### src/rtl/vco_phase_decimator.sv
// Sinc1 decimator for a ring-oscillator phase counter: sums the per-clock
// phase advance over DECIMATION clocks and hands each sum downstream.
module vco_phase_decimator #(
    parameter int N_BITS     = 5,
    parameter int DECIMATION = 16,
    parameter int OUT_WIDTH  = N_BITS + $clog2(DECIMATION)
) (
    input  logic                 clk,
    input  logic                 reset,
    input  logic                 enable,
    input  logic [N_BITS-1:0]    phase_in,
    output logic [OUT_WIDTH-1:0] data_out,
    output logic                 data_valid,
    input  logic                 data_ready,
    output logic                 overrun
);

    localparam int CNT_W = $clog2(DECIMATION);
    localparam logic [CNT_W-1:0] CNT_LAST = CNT_W'(DECIMATION - 1);

    typedef enum logic {IDLE, ACCUM} state_t;

    state_t                 state, state_next;
    logic [N_BITS-1:0]      prev_phase, prev_next;
    logic [OUT_WIDTH-1:0]   acc, acc_next;
    logic [CNT_W-1:0]       cnt, cnt_next;
    logic [OUT_WIDTH-1:0]   out_next;
    logic                   valid_next;
    logic                   overrun_next;
    logic [N_BITS-1:0]      diff;
    logic [OUT_WIDTH-1:0]   sum;
    logic                   offer;

    always_comb begin
        // modulo subtraction absorbs the counter wrap
        diff         = phase_in - prev_phase;
        sum          = acc + OUT_WIDTH'(diff);
        state_next   = state;
        prev_next    = prev_phase;
        acc_next     = acc;
        cnt_next     = cnt;
        offer        = 1'b0;
        out_next     = data_out;
        valid_next   = data_valid;
        overrun_next = overrun;

        unique case (state)
            IDLE: begin
                if (enable) begin
                    prev_next  = phase_in;
                    acc_next   = '0;
                    cnt_next   = '0;
                    state_next = ACCUM;
                end
            end
            ACCUM: begin
                if (!enable) begin
                    acc_next   = '0;
                    cnt_next   = '0;
                    state_next = IDLE;
                end else begin
                    prev_next = phase_in;
                    if (cnt == CNT_LAST) begin
                        acc_next = '0;
                        cnt_next = '0;
                        offer    = 1'b1;
                    end else begin
                        acc_next = sum;
                        cnt_next = cnt + CNT_W'(1);
                    end
                end
            end
        endcase

        if (offer) begin
            if (!data_valid || data_ready) begin
                out_next   = sum;
                valid_next = 1'b1;
            end else begin
                overrun_next = 1'b1;
            end
        end else if (data_valid && data_ready) begin
            valid_next = 1'b0;
        end
    end

    always_ff @(posedge clk) begin
        if (!reset) begin
            state      <= IDLE;
            prev_phase <= '0;
            acc        <= '0;
            cnt        <= '0;
            data_out   <= '0;
            data_valid <= 1'b0;
            overrun    <= 1'b0;
        end else begin
            state      <= state_next;
            prev_phase <= prev_next;
            acc        <= acc_next;
            cnt        <= cnt_next;
            data_out   <= out_next;
            data_valid <= valid_next;
            overrun    <= overrun_next;
        end
    end

endmodule

### config.mk
export PLATFORM = sky130hd
export DESIGN_NAME = vco_phase_decimator
export DESIGN_NICKNAME = d
export VERILOG_FILES = /design/src/rtl/vco_phase_decimator.sv
export SDC_FILE = /design/constraint.sdc
export NUM_CORES = 1
export LEC_CHECK = 0
export ABC_AREA = 1
export CAP_MARGIN = 30
export CORE_AREA = 4 4 50 74
export CTS_CLUSTER_DIAMETER = 40
export DETAILED_ROUTE_END_ITERATION = 7
export DIE_AREA = 0 0 54 78
export GPL_TIMING_DRIVEN = 1
export PLACE_DENSITY = 0.79
export SETUP_SLACK_MARGIN = 0.5
export SYNTH_ARGS = -nofsm -noshare
export SYNTH_HDL_FRONTEND = slang
export SYNTH_SLANG_ARGS = --single-unit
### constraint.sdc
create_clock -name clk -period 3 [get_ports clk]
set_input_delay 0.6 -clock clk [delete_from_list [all_inputs] [get_ports clk]]
set_output_delay 0.6 -clock clk [all_outputs]
set_load 0.005 [all_outputs]
; After elaboration in Yosys (flattened, before gate mapping)
; Cells that the tools add are included.
[word_totals]
reg_bits = 30
wordCells = 38
[classes]
n_addsub = 3
eq_ne = 3
muxes = 16
bitwise_logic = 2
reduce_logical = 7
[ops]
columns = operator, count
row1 = $mux W9, 3
row2 = $pmux W9 S2, 1
row3 = $mux W4, 3
row4 = $add A9 B5 Y9, 1
row5 = $pmux W4 S2, 1
row6 = $mux W1, 7
row7 = $reduce_and A2 Y1, 3
row8 = $mux W5, 1
row9 = $sub A5 B5 Y5, 1
row10 = $add A4 B1 Y4 const B, 1
row11 = $eq A4 B4 Y1 const B, 1
row12 = $ne A2 B1 Y1 const B, 1
row13 = $ne A2 B2 Y1 const B, 1
row14 = $not A1 Y1, 2
row15 = $reduce_bool A2 Y1, 1
row16 = $logic_and A1 B1 Y1, 1
row17 = $logic_not A1 Y1, 1
row18 = $logic_or A1 B1 Y1, 1

; Longest topological paths before layout
; Gate-level depths: netlist of run 1.
[logic_depth]
word_depth = 6
ltp_mapped = 17
depth_no_buf = 17

; Least setup slack after synthesis of run 1
; OpenSTA, ideal clock, no wires.
[synth_path]
kind = input to register
startpoint = input phase_in[0]
endpoint = register data_out[7]
setup_ps = 109
t_arrival_ps = 2426
path_slack_ps = 465
cell_stages = 16
n_path_buf = 0
cell_sequence = inv_1 -> ha_1 -> inv_1 -> fa_1 -> nand3_1 -> nand2_1 -> xor2_1 -> ha_1 -> a21oi_1 -> inv_1 -> nand2_1 -> nand3b_1 -> nand2_1 -> nand2_1 -> nand2_1 -> inv_1
[synth_between]
elab_chain_cells = 2
[synth_rtl]
columns = item, line_no
row1 = "start, declared", 11  ; input logic [N_BITS-1:0] phase_in,
row2 = $sub A5 B5 Y5, 36  ; diff = phase_in - prev_phase;
row3 = $add A9 B5 Y9, 37  ; sum = acc + OUT_WIDTH'(diff);
row4 = "end signal, assigned", 101  ; data_out <= out_next;
row5 = "end, declared", 12  ; output logic [OUT_WIDTH-1:0] data_out,
; No other way between the ends.
; A chain may end at the register's enable or synchronous reset.

; Worst setup path in the final report of run 1
[layout_path]
startpoint = input phase_in[1]
endpoint = register acc[4]
[layout_between]
elab_chain_cells = 5
[layout_rtl]
columns = item, line_no
row1 = $sub A5 B5 Y5, 36
row2 = $add A9 B5 Y9, 37
row3 = $mux W9, 63  ; if (cnt == CNT_LAST) begin
row4 = $mux W9, 57  ; if (!enable) begin
row5 = $pmux W9 S2, 47  ; unique case (state)
row6 = "end signal, assigned", 99  ; acc <= acc_next;
row7 = "end, declared", 25  ; logic [OUT_WIDTH-1:0] acc, acc_next;
; No other way between the ends.

==> flow_metrics.tcl, run 1 <==
set metrics [dict create \
    fmax_mhz 414 \
    drive_gt1_share_pct 21.3 \
    synthSimpleGateAreaFrac_pct 25.4 \
    cts-root-buf "clkbuf_8" \
    grt_setup_unrepaired "true" \
    layout_setup_ws_ns 0.585 \
    clock_skew_ns 0.00860 \
    drt_wl_total_um 3280 \
    p_comb_share_pct 20.1 \
    die-area_um2 4210 \
    final_cell_mix "nand2_1, dfxtp_1, inv_1, a21oi_1, clkdlybuf4s50_1" \
    min_period_ns 2.42 \
    cts_tree "built" \
    synthAdderAreaFrac_pct 10.9 \
    track_usage_pct 18.6 \
    final_max_slew_viol_count 0 \
    n_antenna_cell 0 \
    worstPathMaxFanout 4 \
    vdd_drop_max_uv 400 \
    holdPathStages 2 \
    num-nets-final 270 \
    finalHoldViolCount 0 \
    fillers 266 \
    dpl.hpwl_um 2360 \
    min_path_type "flip-flop to flip-flop" \
    clk_latency_ns 0.29 \
    grt_pass1_vias 1380 \
    pin_count 20 \
    syn-num-nets 240 \
    yosysUniqueCellTypes 26 \
    start_kind "primary input" \
    synth-xor-area-share_pct 3.22 \
    yosys_warnings 0 \
    r2r_slack_ns 0.75 \
    p_sw_uw 256 \
    gr-total-overflow 0 \
    die_x_um 54 \
    internal_power_uw 681 \
    tightest_slew_ns 0.542 \
    drc 0 \
    pre_cts_ws_ns -0.0875 \
    status "complete, no violations" \
    layout_commonest_cell "nand2_1" \
    synth_seq_cells 30 \
    cp.arrival_ns 2.58 \
    postLayoutCoreUtil_pct 67.7 \
    setup_viol 0 \
    maxCapViolCount 0 \
    hold_slack_ns 0.448 \
    numCtsBuffers 5 \
    cp-end-kind "flip-flop" \
    r2r_cells 10 \
    yosysSeqAreaShare_pct 36.8 \
    finalPower_uw 937 \
    synth_compound_area_share_pct 14.7 \
    core_area_um2 3100 \
    switching_share_pct 27.3 \
    p_seq_share_pct 44.1 \
    clkPwrFrac_pct 35.9 \
    avgSynthCellArea_um2 7.50 \
    required_ns 3.16 \
    grt_max_degree 18 \
    r2r-start "prev_phase[0]" \
    netlist_area_um2 1630 \
    critical_path_class "primary input to flip-flop" \
    hold_start "overrun" \
    syn2layout_area_growth_pct 28.3 \
    cts.sinks 30 \
    start_util_pct 52.8 \
    first_iter_violations 22 \
    slew_headroom_pct 63.6 \
    clkTransAtPathRegs_ns 0.07 \
    vias_per_cell 5.10 \
    wl_per_cell_um 11.4 \
    clockBufferDepth 2 \
    die_h_um 78 \
    grt_pass1_wl_um 5680 \
    post-route-period-util_pct 80.5 \
    synth_top_family_by_area "simple AND/OR/NAND/NOR gates" \
    drt_first_pass_iters 4 \
    ant_nets 0 \
    netlist_instances 218 \
    rr_endpoint "acc[3]" \
    antenna_found_initial 0 \
    vias 1475 \
    p_leak_nw 0.885 \
    synth_mux_area_share_pct 0 \
    htree_levels 2 \
    min_to "overrun" \
    cts_hold_buffers 0 \
    io_buffer_count 19 \
    gp_congestion 0.790 \
    core.rowCount 25 \
    power.density_nw_per_um2 447 \
]
worst max path at each step:
stage	startpoint	to	slack, ns	cells after the start
after floorplan	phase_in[0]	data_out[7]	0.50	16
after global placement	phase_in[0]	acc[4]	-0.04	11
after detailed placement	phase_in[0]	acc[4]	-0.09	11
after CTS	phase_in[0]	acc[7]	0.51	16
after global routing	phase_in[1]	acc[4]	0.47	12
final	phase_in[1]	acc[4]	0.58	12
cell type report:
cell class              count  area (um2)  share of cell area, %
repair buffers             27         245                   11.7
clock buffers               6        82.6                   3.94
multi-input cells         155         992                   47.3
well taps                  40        50.0                   2.39
flip-flops and latches     30         601                   28.6
inverters                  29         114                   5.43
clock inverters             2        12.5                  0.597
synthesized netlist by cell type, drive strengths merged:
master	number	area, um2
nand2	64	258
dfxtp	30	601
inv	27	106
a21oi	26	145
nand3	15	75.1
ha	11	138
nor2	11	48.8
o21ai	10	57.6
buf	4	33.8
o21a	4	30.0
xor2	4	35.0
clkinv	2	7.51
fa	2	40.0
nand3b	2	15.0
or2	2	12.5
xnor2	2	17.5
a22oi	1	7.51
nand4	1	6.26
layer usage:
metal	track usage, %	wire (um)
met1	18.6	1310
met2	31.9	1710
met3	5.76	149
met4	11.2	114
met5	0	0
state kept, by name (all words and copies together) (netlist names):
| signal | cells |
|---|---|
| prev_phase | 5 |
| state | 1 |
| overrun | 1 |
| cnt | 4 |
| acc | 9 |
| data_out | 9 |
| data_valid | 1 |
through the flow:
step / setup TNS, ns / instance area, um2 / std cells
after detailed placement: -0.452 / 1890 / 279
after global routing: 0 / 2100 / 289
after floorplan: 0 / 1640 / 218
final: 0 / 2100 / 289
after CTS: 0 / 2050 / 288
after global placement: -0.0553 / 1890 / 279
power by group through the flow:
stage | sequential [mW] | combinational [mW] | clock (mW)
after global placement | 0.421 | 0.150 | 0
after CTS | 0.413 | 0.169 | 0.353
after detailed placement | 0.421 | 0.153 | 0
after floorplan | 0.420 | 0.103 | 0
final | 0.413 | 0.188 | 0.336
after global routing | 0.414 | 0.208 | 0.368
critical path, cell delays in order:
cell and delay [ns]:
dlygate4sd2_1 0.26, buf_4 0.14, ha_1 0.28, nand3_1 0.09
nand2_1 0.06, xor2_1 0.21, ha_1 0.29, nand2_1 0.09
nand3_2 0.11, or2_2 0.30, nand3_1 0.07, a21oi_1 0.07
cells by family after synthesis:
family | count (synthesis)
AND/OR/NAND/NOR | 95
AO/OA/AOI/OAI | 41
buffers and inverters | 33
flip-flops | 30
adder cells (fa/ha/maj) | 13
XOR/XNOR | 6
repair_timing:
action	CTS	global route
setup endpoints to repair	13	12
buffers inserted	1	1
pin swaps	13	8
resized for setup	16	12
(Power assumes the default switching activity.)
==> run 2, diff against run 1 <==
Settings changed: CORE_AREA 4 4 50 74 to 4 4 53 78, DIE_AREA 0 0 54 78 to 0 0 57 82, PLACE_DENSITY 0.79 to 0.74.
Clock period 3 ns to 2.1 ns, I/O delays scaled along.
==> run 2 against run 1 <==
The run now ends with setup timing left; core utilization down 1.7 points; non-clock buffer count up 8; wire length up 13%; flip-flop and latch count unchanged; sequential share of layout area down 2.2 points.
==> flow_metrics.tcl, run 2 (same netlist as run 1, synthesis figures left out) <==
set metrics [dict create \
    core_area_um2 3450 \
    clk_latency_ns 0.28 \
    io_buffer_count 19 \
    num-nets-final 278 \
    antenna_found_initial 0 \
    critical_path_class "flip-flop to flip-flop" \
    setup_viol 12 \
    postLayoutCoreUtil_pct 66.0 \
    path_cells "ha_4 -> inv_2 -> fa_2 -> buf_6 -> xor2_1 -> ha_1 -> or2_4 -> nand3_1 -> nand2_1 -> nand2_2 -> nand3_2 -> a21oi_2" \
    die_x_um 57 \
    grt_pass1_wl_um 5820 \
    final_cell_mix "nand2_1, dfxtp_1, inv_1, a21oi_1" \
    cp_slowest_cell "fa_2" \
    min_period_ns 2.29 \
    drt_first_pass_iters 4 \
    violations "setup timing" \
    start_util_pct 47.4 \
    vias 1503 \
    start_kind "flip-flop" \
    required_ns 2.31 \
    power.density_nw_per_um2 665 \
    cp-end-kind "flip-flop" \
    grt_setup_unrepaired "true" \
    grt_pass1_vias 1428 \
    grt_use_met1_pct 15.8 \
    clkTransAtPathRegs_ns 0.06 \
    fillers 302 \
    post-route-period-util_pct 109 \
    gr-total-overflow 0 \
    cp.arrival_ns 2.50 \
    gp_congestion 0.886 \
    largestRegisters "acc: 9 flops, data_out: 9 flops, prev_phase: 5 flops" \
    numCtsBuffers 5 \
    p_leak_nw 0.958 \
    drc 0 \
    first_iter_violations 33 \
    grt_use_met3_pct 4.09 \
    final_max_slew_viol_count 0 \
    ant_nets 0 \
    busiest_layer "met2" \
    grt_max_degree 15 \
    hold_slack_ns 0.416 \
    clockBufferDepth 2 \
    tightest_slew_ns 0.306 \
    syn2layout_area_growth_pct 39.4 \
    track_usage_pct 16.1 \
    layout_setup_ws_ns -0.190 \
    worstPathMaxFanout 3 \
    core.rowCount 26 \
    clock_skew_ns 0.00538 \
    die_h_um 82 \
    die-area_um2 4670 \
    wl_per_cell_um 12.5 \
    n_antenna_cell 0 \
    dpl.hpwl_um 2510 \
    vias_per_cell 5.04 \
    drive_gt1_share_pct 28.1 \
    status "finished with violations" \
    drt_wl_total_um 3720 \
    fmax_mhz 437 \
    finalHoldViolCount 0 \
    cts-root-buf "clkbuf_8" \
    crit_path_max_incr_delay_ns 0.37 \
    min_path_type "primary input to flip-flop" \
    layout_commonest_cell "nand2_1" \
    vdd_drop_max_uv 521 \
    slew_headroom_pct 79.5 \
    cts.sinks 30 \
    cts_tree "built" \
    cts_hold_buffers 0 \
    maxCapViolCount 0 \
    use_met2_pct 30.5 \
    htree_levels 2 \
    pin_count 20 \
]
## run 2: cell types whose count changed in the layout (fill, tap and decap cells not counted), moves of 2 or more
cell	change
dfxtp_2	+2
a21oi_2	+3
or2_2	-2
dfxtp_1	-2
nand2_1	-3
or2_4	+2
buf_4	+8
nand2_4	+2
a21oi_1	-3
## run 2: where the power goes
| group | internal, mW | leakage, nW | switching [mW] |
|---|---|---|---|
| Sequential | 0.582 | 0.244 | 0.00838 |
| Clock | 0.379 | 0.0573 | 0.216 |
| Combinational | 0.163 | 0.656 | 0.166 |
| Total | 1.12 | 0.958 | 0.390 |
## run 2: worst paths after layout
check,startpoint,end,slack (ns),cells past startpoint
setup / recovery,prev_phase[0],acc[7],-0.19,12
hold / removal,phase_in[0],prev_phase[0],0.42,3
setup reg to reg,prev_phase[0],acc[7],-0.19,12
hold reg to reg,overrun,overrun,0.45,2
## run 2: metal layers
| metal | part of all wire (%) | vias to the layer above |
|---|---|---|
| met5 | 0 | - |
| met4 | 2.4 | 0 |
| met3 | 4.8 | 10 |
| met2 | 55 | 40 |
| met1 | 38 | 683 |
| li1 | - | 770 |
## run 2: worst max-delay path: cells and delay by family, from the launching register on
kind	cells	cell delay, ns
adders and majority gates	3	0.81
and+or+nand+nor	5	0.63
DFF	1	0.35
buffers and inverters	2	0.17
xor gates and xnor gates	1	0.13
AOI/OAI and AO/OA	1	0.13
## run 2: layout make-up
| class | instances | area [um2] | area share, % |
|---|---|---|---|
| multi-input combinational | 155 | 1060 | 46.5 |
| sequential | 30 | 603 | 26.5 |
| timing repair buffer | 35 | 320 | 14.1 |
| inverter | 29 | 130 | 5.71 |
| clock buffer | 6 | 82.6 | 3.63 |
| tap | 42 | 52.6 | 2.31 |
| clock inverter | 1 | 30.0 | 1.32 |
## run 2: metrics by stage
| step | std cells | power (mW) | setup TNS (ns) | instance area (um2) | setup slack, ns |
|---|---|---|---|---|---|
| 2_1_floorplan | 218 | 0.765 | -0.615 | 1690 | -0.130 |
| 3_3_place_gp | 286 | 0.855 | -11.34 | 1980 | -0.836 |
| 3_5_place_dp | 286 | 0.861 | -12.06 | 1980 | -0.916 |
| 4_1_cts | 296 | 1.48 | -1.05 | 2150 | -0.130 |
| 5_1_grt | 298 | 1.58 | -2.58 | 2280 | -0.297 |
| 6_report | 298 | 1.51 | -1.06 | 2280 | -0.190 |
## run 2: timing repair
item                                    in CTS  in global routing
buffers inserted                             3                  2
gates resized for setup                     16                 23
pin swaps                                   15                 16
endpoints found under the setup margin      18                 18
==> run 3, diff against run 2 <==
Settings changed: CAP_MARGIN 30 to 20.
==> results of run 3 <==
No change in the layout: final DEF, timing and power equal those of run 2.
==> RTL edit 1: new RTL, config.mk and constraints of run 2 <==
Make the reset (`reset`) asynchronous in one clocked block.
--- a/src/rtl/vco_phase_decimator.sv
+++ b/src/rtl/vco_phase_decimator.sv
@@ -84,7 +84,7 @@
         end
     end
 
-    always_ff @(posedge clk) begin
+    always_ff @(posedge clk or negedge reset) begin
         if (!reset) begin
             state      <= IDLE;
             prev_phase <= '0;
Formal check against the unedited RTL: no difference found for any inputs over 10 cycles, from zero or initial values and one cycle with reset low; that may be too few to reach the edited logic, so the function may still have changed.
==> RTL edit 1 against run 2 <==
The flow still finishes with violations (setup timing); count of clock-buffer cells in the layout grew 2; total power grew 15%; wire length shrank 16%; synthesized area grew 1.5%; setup slack gained 0.0095 ns; sequential cell count is the same; non-clock buffer count shrank 4; critical endpoint is now data_out[4]; global-route usage grew 0.17 points; first-iteration DRC count grew 30%; critical path depth shrank 1; final area shrank 4.5%.
==> RTL edit 1: results (changes against run 2) <==
metric;value;unit;change
outcome;finished, violations left;;unchanged
failing checks;setup timing;;unchanged
NonClk Buf Share;0.1300;;was 0.1407
Iter 0 DRT Violations;43;;was 33
pre-CTS WS;-0.8123;ns;was -0.9160 ns
# fillers;304;;was 302
register area;750.7;um2;was 603.1 um2
seq_cells;30;;unchanged
worst setup margin;-0.1800;ns;was -0.1895 ns
worst vdd ir;569.7;uV;was 520.8 uV
met2 usage;0.2975;;was 0.3055
Synth top cells by count;nand2_1, dfrtp_1, nand3_1;;was nand2_1, dfxtp_1, inv_1
first-pass GRT wire length;5727;um;was 5816 um
pin count of the biggest net entering global routing;31;;was 15
met1 Resource Use GR;0.1657;;was 0.1575
layout cells sized above 1;0.2052;;was 0.2813
nets;250;;was 278
Slew @ Worst Pin;0.3790;ns;was 0.3062 ns
via count of the routed design;1360;;was 1,503
Placed Instances;260;;was 286
GR Layer Usage met3;0.04874;;was 0.04088
met1 WL;1317;um;was 1407 um
Clock buffer cells;8;;was 6
Routability Congestion;0.8936;;was 0.8855
fraction of area in multi-input gates;0.4083;;was 0.4648
Syn Inst Count;193;;was 218
register area share after synthesis;0.4525;;was 0.3675
final hold slack;0.4555;ns;was 0.4163 ns
Final setup viols;12;;unchanged
Worst Skew;0.007309;ns;was 0.005378 ns
FF-to-FF path depth;11;;was 12
Synth area leaders;dfrtp_1, nand2_1, ha_1;;was dfxtp_1, nand2_1, ha_1
Final Instance Count excl. Fillers;271;;was 298
Non-clock buffers;31;;was 35
HPWL after DPL;2302;um;was 2507 um
comb_multi_in;139;;was 155
CP max FO;4;;was 3
Routed met2 length;1589;um;was 2047 um
RTL edit 1: final timing paths:
path                          startpoint     endpoint  slack, ns
setup / recovery           prev_phase[0]  data_out[4]      -0.18
hold / removal                   overrun      overrun       0.46
setup reg to reg           prev_phase[0]  data_out[4]      -0.18
hold reg to reg                  overrun      overrun       0.46
max in group asynchronous          reset  data_out[2]       1.30
min in group asynchronous          reset       acc[3]       0.52
RTL edit 1: kinds of logic after synthesis:
group,Yosys count,synth area share
XOR/XNOR,7,0.03695
buffers and inverters,24,0.06335
AND/OR/NAND/NOR,100,0.2707
adder cells (fa/ha/maj),13,0.1071
AO/OA/AOI/OAI,19,0.06938
flip-flops,30,0.4525
RTL edit 1: per-stage QoR:
stage / area, um2 / setup TNS, ns
detailed placement: 1994 / -11.20
global route: 2176 / -3.162
finish: 2176 / -1.140
floorplan: 1710 / -0.3725
global placement: 1994 / -10.59
CTS: 2163 / -0.9113
RTL edit 1: power by group:
part	internal (mW)	switching, mW
Clock	0.330	0.213
Sequential	0.616	0.0322
Combinational	0.284	0.272
RTL edit 1: repair_timing:
| item | in CTS | in global routing |
|---|---|---|
| hold buffers | 0 | 0 |
| cloned | 0 | 0 |
| buffers inserted | 2 | 1 |
| pin swaps | 6 | 7 |
| hold endpoints to repair | 0 | 0 |
| gates resized for setup | 13 | 2 |
| setup endpoints to repair | 18 | 16 |
RTL edit 1: worst max-delay path, stage by stage (launching register included):
cell,delay (ns)
dfrtp_1,0.38
ha_4,0.14
inv_2,0.04
fa_2,0.41
nand3_2,0.08
nand2_2,0.05
xor2_1,0.14
ha_1,0.36
buf_4,0.16
or2_2,0.29
nand3_1,0.08
nand2_1,0.05
==> RTL edit 2: new RTL, flow settings as in run 2 <==
Made on the original files. Change the parameter `DECIMATION` from 16 to 8.
--- a/src/rtl/vco_phase_decimator.sv
+++ b/src/rtl/vco_phase_decimator.sv
@@ -2,7 +2,7 @@
 // phase advance over DECIMATION clocks and hands each sum downstream.
 module vco_phase_decimator #(
     parameter int N_BITS     = 5,
-    parameter int DECIMATION = 16,
+    parameter int DECIMATION = 8,
     parameter int OUT_WIDTH  = N_BITS + $clog2(DECIMATION)
 ) (
     input  logic                 clk,
Interface: changed (resized data_out); port bits go from 20 to 19. The function was not compared with the original's and may differ.
==> RTL edit 2 against run 2 <==
The flow still finishes with violations (setup timing); synthesized cell count shrank 7.8%; critical path depth grew 1; final area shrank 13%; wire length shrank 13%; sequential cell count shrank 3; global-route usage shrank 1.7 points; setup slack gained 0.051 ns; total power shrank 24%; via count shrank 11%; synthesized area shrank 10%; die area is the same; count of clock-buffer cells in the layout shrank 3; largest cell class unchanged.
==> RTL edit 2: results (changes against run 2) <==
metric;value;unit;change
outcome;finished, violations left;;unchanged
failing checks;setup timing;;unchanged
met2 usage;0.2792;;was 0.3055
Max stage delay cell, worst path;fa_2;;unchanged
Synth top cells by count;nand2_1, inv_1, dfxtp_1;;was nand2_1, dfxtp_1, inv_1
final routed DRC violation total;0;;unchanged
FFs w/ async S/R, synth;0;;unchanged
Synth Area in Compound Gates;0.1193;;was 0.1470
Pleak;0.8975;nW;was 0.9578 nW
GR Layer Usage met3;0.01887;;was 0.04088
Yosys cell types;23;;was 26
# port buffers;18;;was 19
layout cells sized above 1;0.2424;;was 0.2813
Iter 0 DRT Violations;27;;was 33
CP max FO;4;;was 3
Net Sw Frac;0.2971;;was 0.2575
FF-to-FF path depth;13;;was 12
clock buffer count from CTS;3;;was 5
setup_tns;-1.067;ns;was -1.059 ns
Placed Instances;264;;was 286
worst setup margin;-0.1389;ns;was -0.1895 ns
met1 Resource Use GR;0.1431;;was 0.1575
post-DR wirelength/cell;11.84;um;was 12.49 um
post-route cell area;1986;um2;was 2277 um2
Routability Congestion;0.8859;;was 0.8855
Placed Instance Area;1768;um2;was 1982 um2
top flop regs;acc: 8 flops, data_out: 8 flops, prev_phase: 5 flops;;was acc: 9 flops, data_out: 9 flops, prev_phase: 5 flops
syn_nets;224;;was 240
Avg Cell Area, Syn;7.308;um2;was 7.496 um2
clock-net power;309;uW;was 595 uW
HPWL after DPL;2237;um;was 2507 um
# fillers;329;;was 302
clock-pin slew on the worst setup and hold paths;0.10;ns;was 0.06 ns
H-tree depth;1;;was 2
post-synthesis adder-cell area fraction;0.1295;;was 0.1087
Final setup viols;10;;was 12
register area share after synthesis;0.3680;;was 0.3675
Synth area leaders;dfxtp_1, nand2_1, ha_1;;unchanged
pin count of the biggest net entering global routing;17;;was 15
sequential fraction of design power;0.461;;was 0.390
Max-slew headroom;0.6836;;was 0.7946
first-pass GRT wire length;5347;um;was 5816 um
vias in the first global route;1314;;was 1,428
Final Instance Count excl. Fillers;273;;was 298
gr usage total;0.1442;;was 0.1608
Worst Path Arrival;2.46;ns;was 2.50 ns
Comb pwr share;0.271;;was 0.217
Post-Synth XOR/XNOR Area;0.04174;;was 0.03216
worst vdd ir;376.6;uV;was 520.8 uV
pre-CTS WS;-0.8517;ns;was -0.9160 ns
Worst Skew;0.003535;ns;was 0.005378 ns
RTL edit 2: layer usage:
layer	up-vias	wire, um
met5	-	0
met3	14	89
met2	28	1734
li1	682	-
met4	0	144
met1	613	1264
RTL edit 2: final timing paths:
check | slack (ns) | start | end
hold / removal | 0.42 | phase_in[0] | prev_phase[0]
setup reg to reg | -0.14 | prev_phase[0] | acc[5]
hold reg to reg | 0.48 | cnt[1] | cnt[1]
setup / recovery | -0.14 | prev_phase[0] | acc[5]
RTL edit 2: final cells by class:
class,count,area share
clock buffers,3,0.02079
clock inverters,1,0.003781
inverters,35,0.07309
multi-input cells,135,0.4625
flip-flops and latches,27,0.2735
well taps,42,0.02647
repair buffers,30,0.1399
RTL edit 2: what timing repair did:
item | 4_1_cts | 5_1_grt
buffers inserted | 4 | 1
gates resized for setup | 27 | 11
endpoints found under the hold margin | 0 | 0
pin swaps | 11 | 8
setup endpoints to repair | 16 | 15
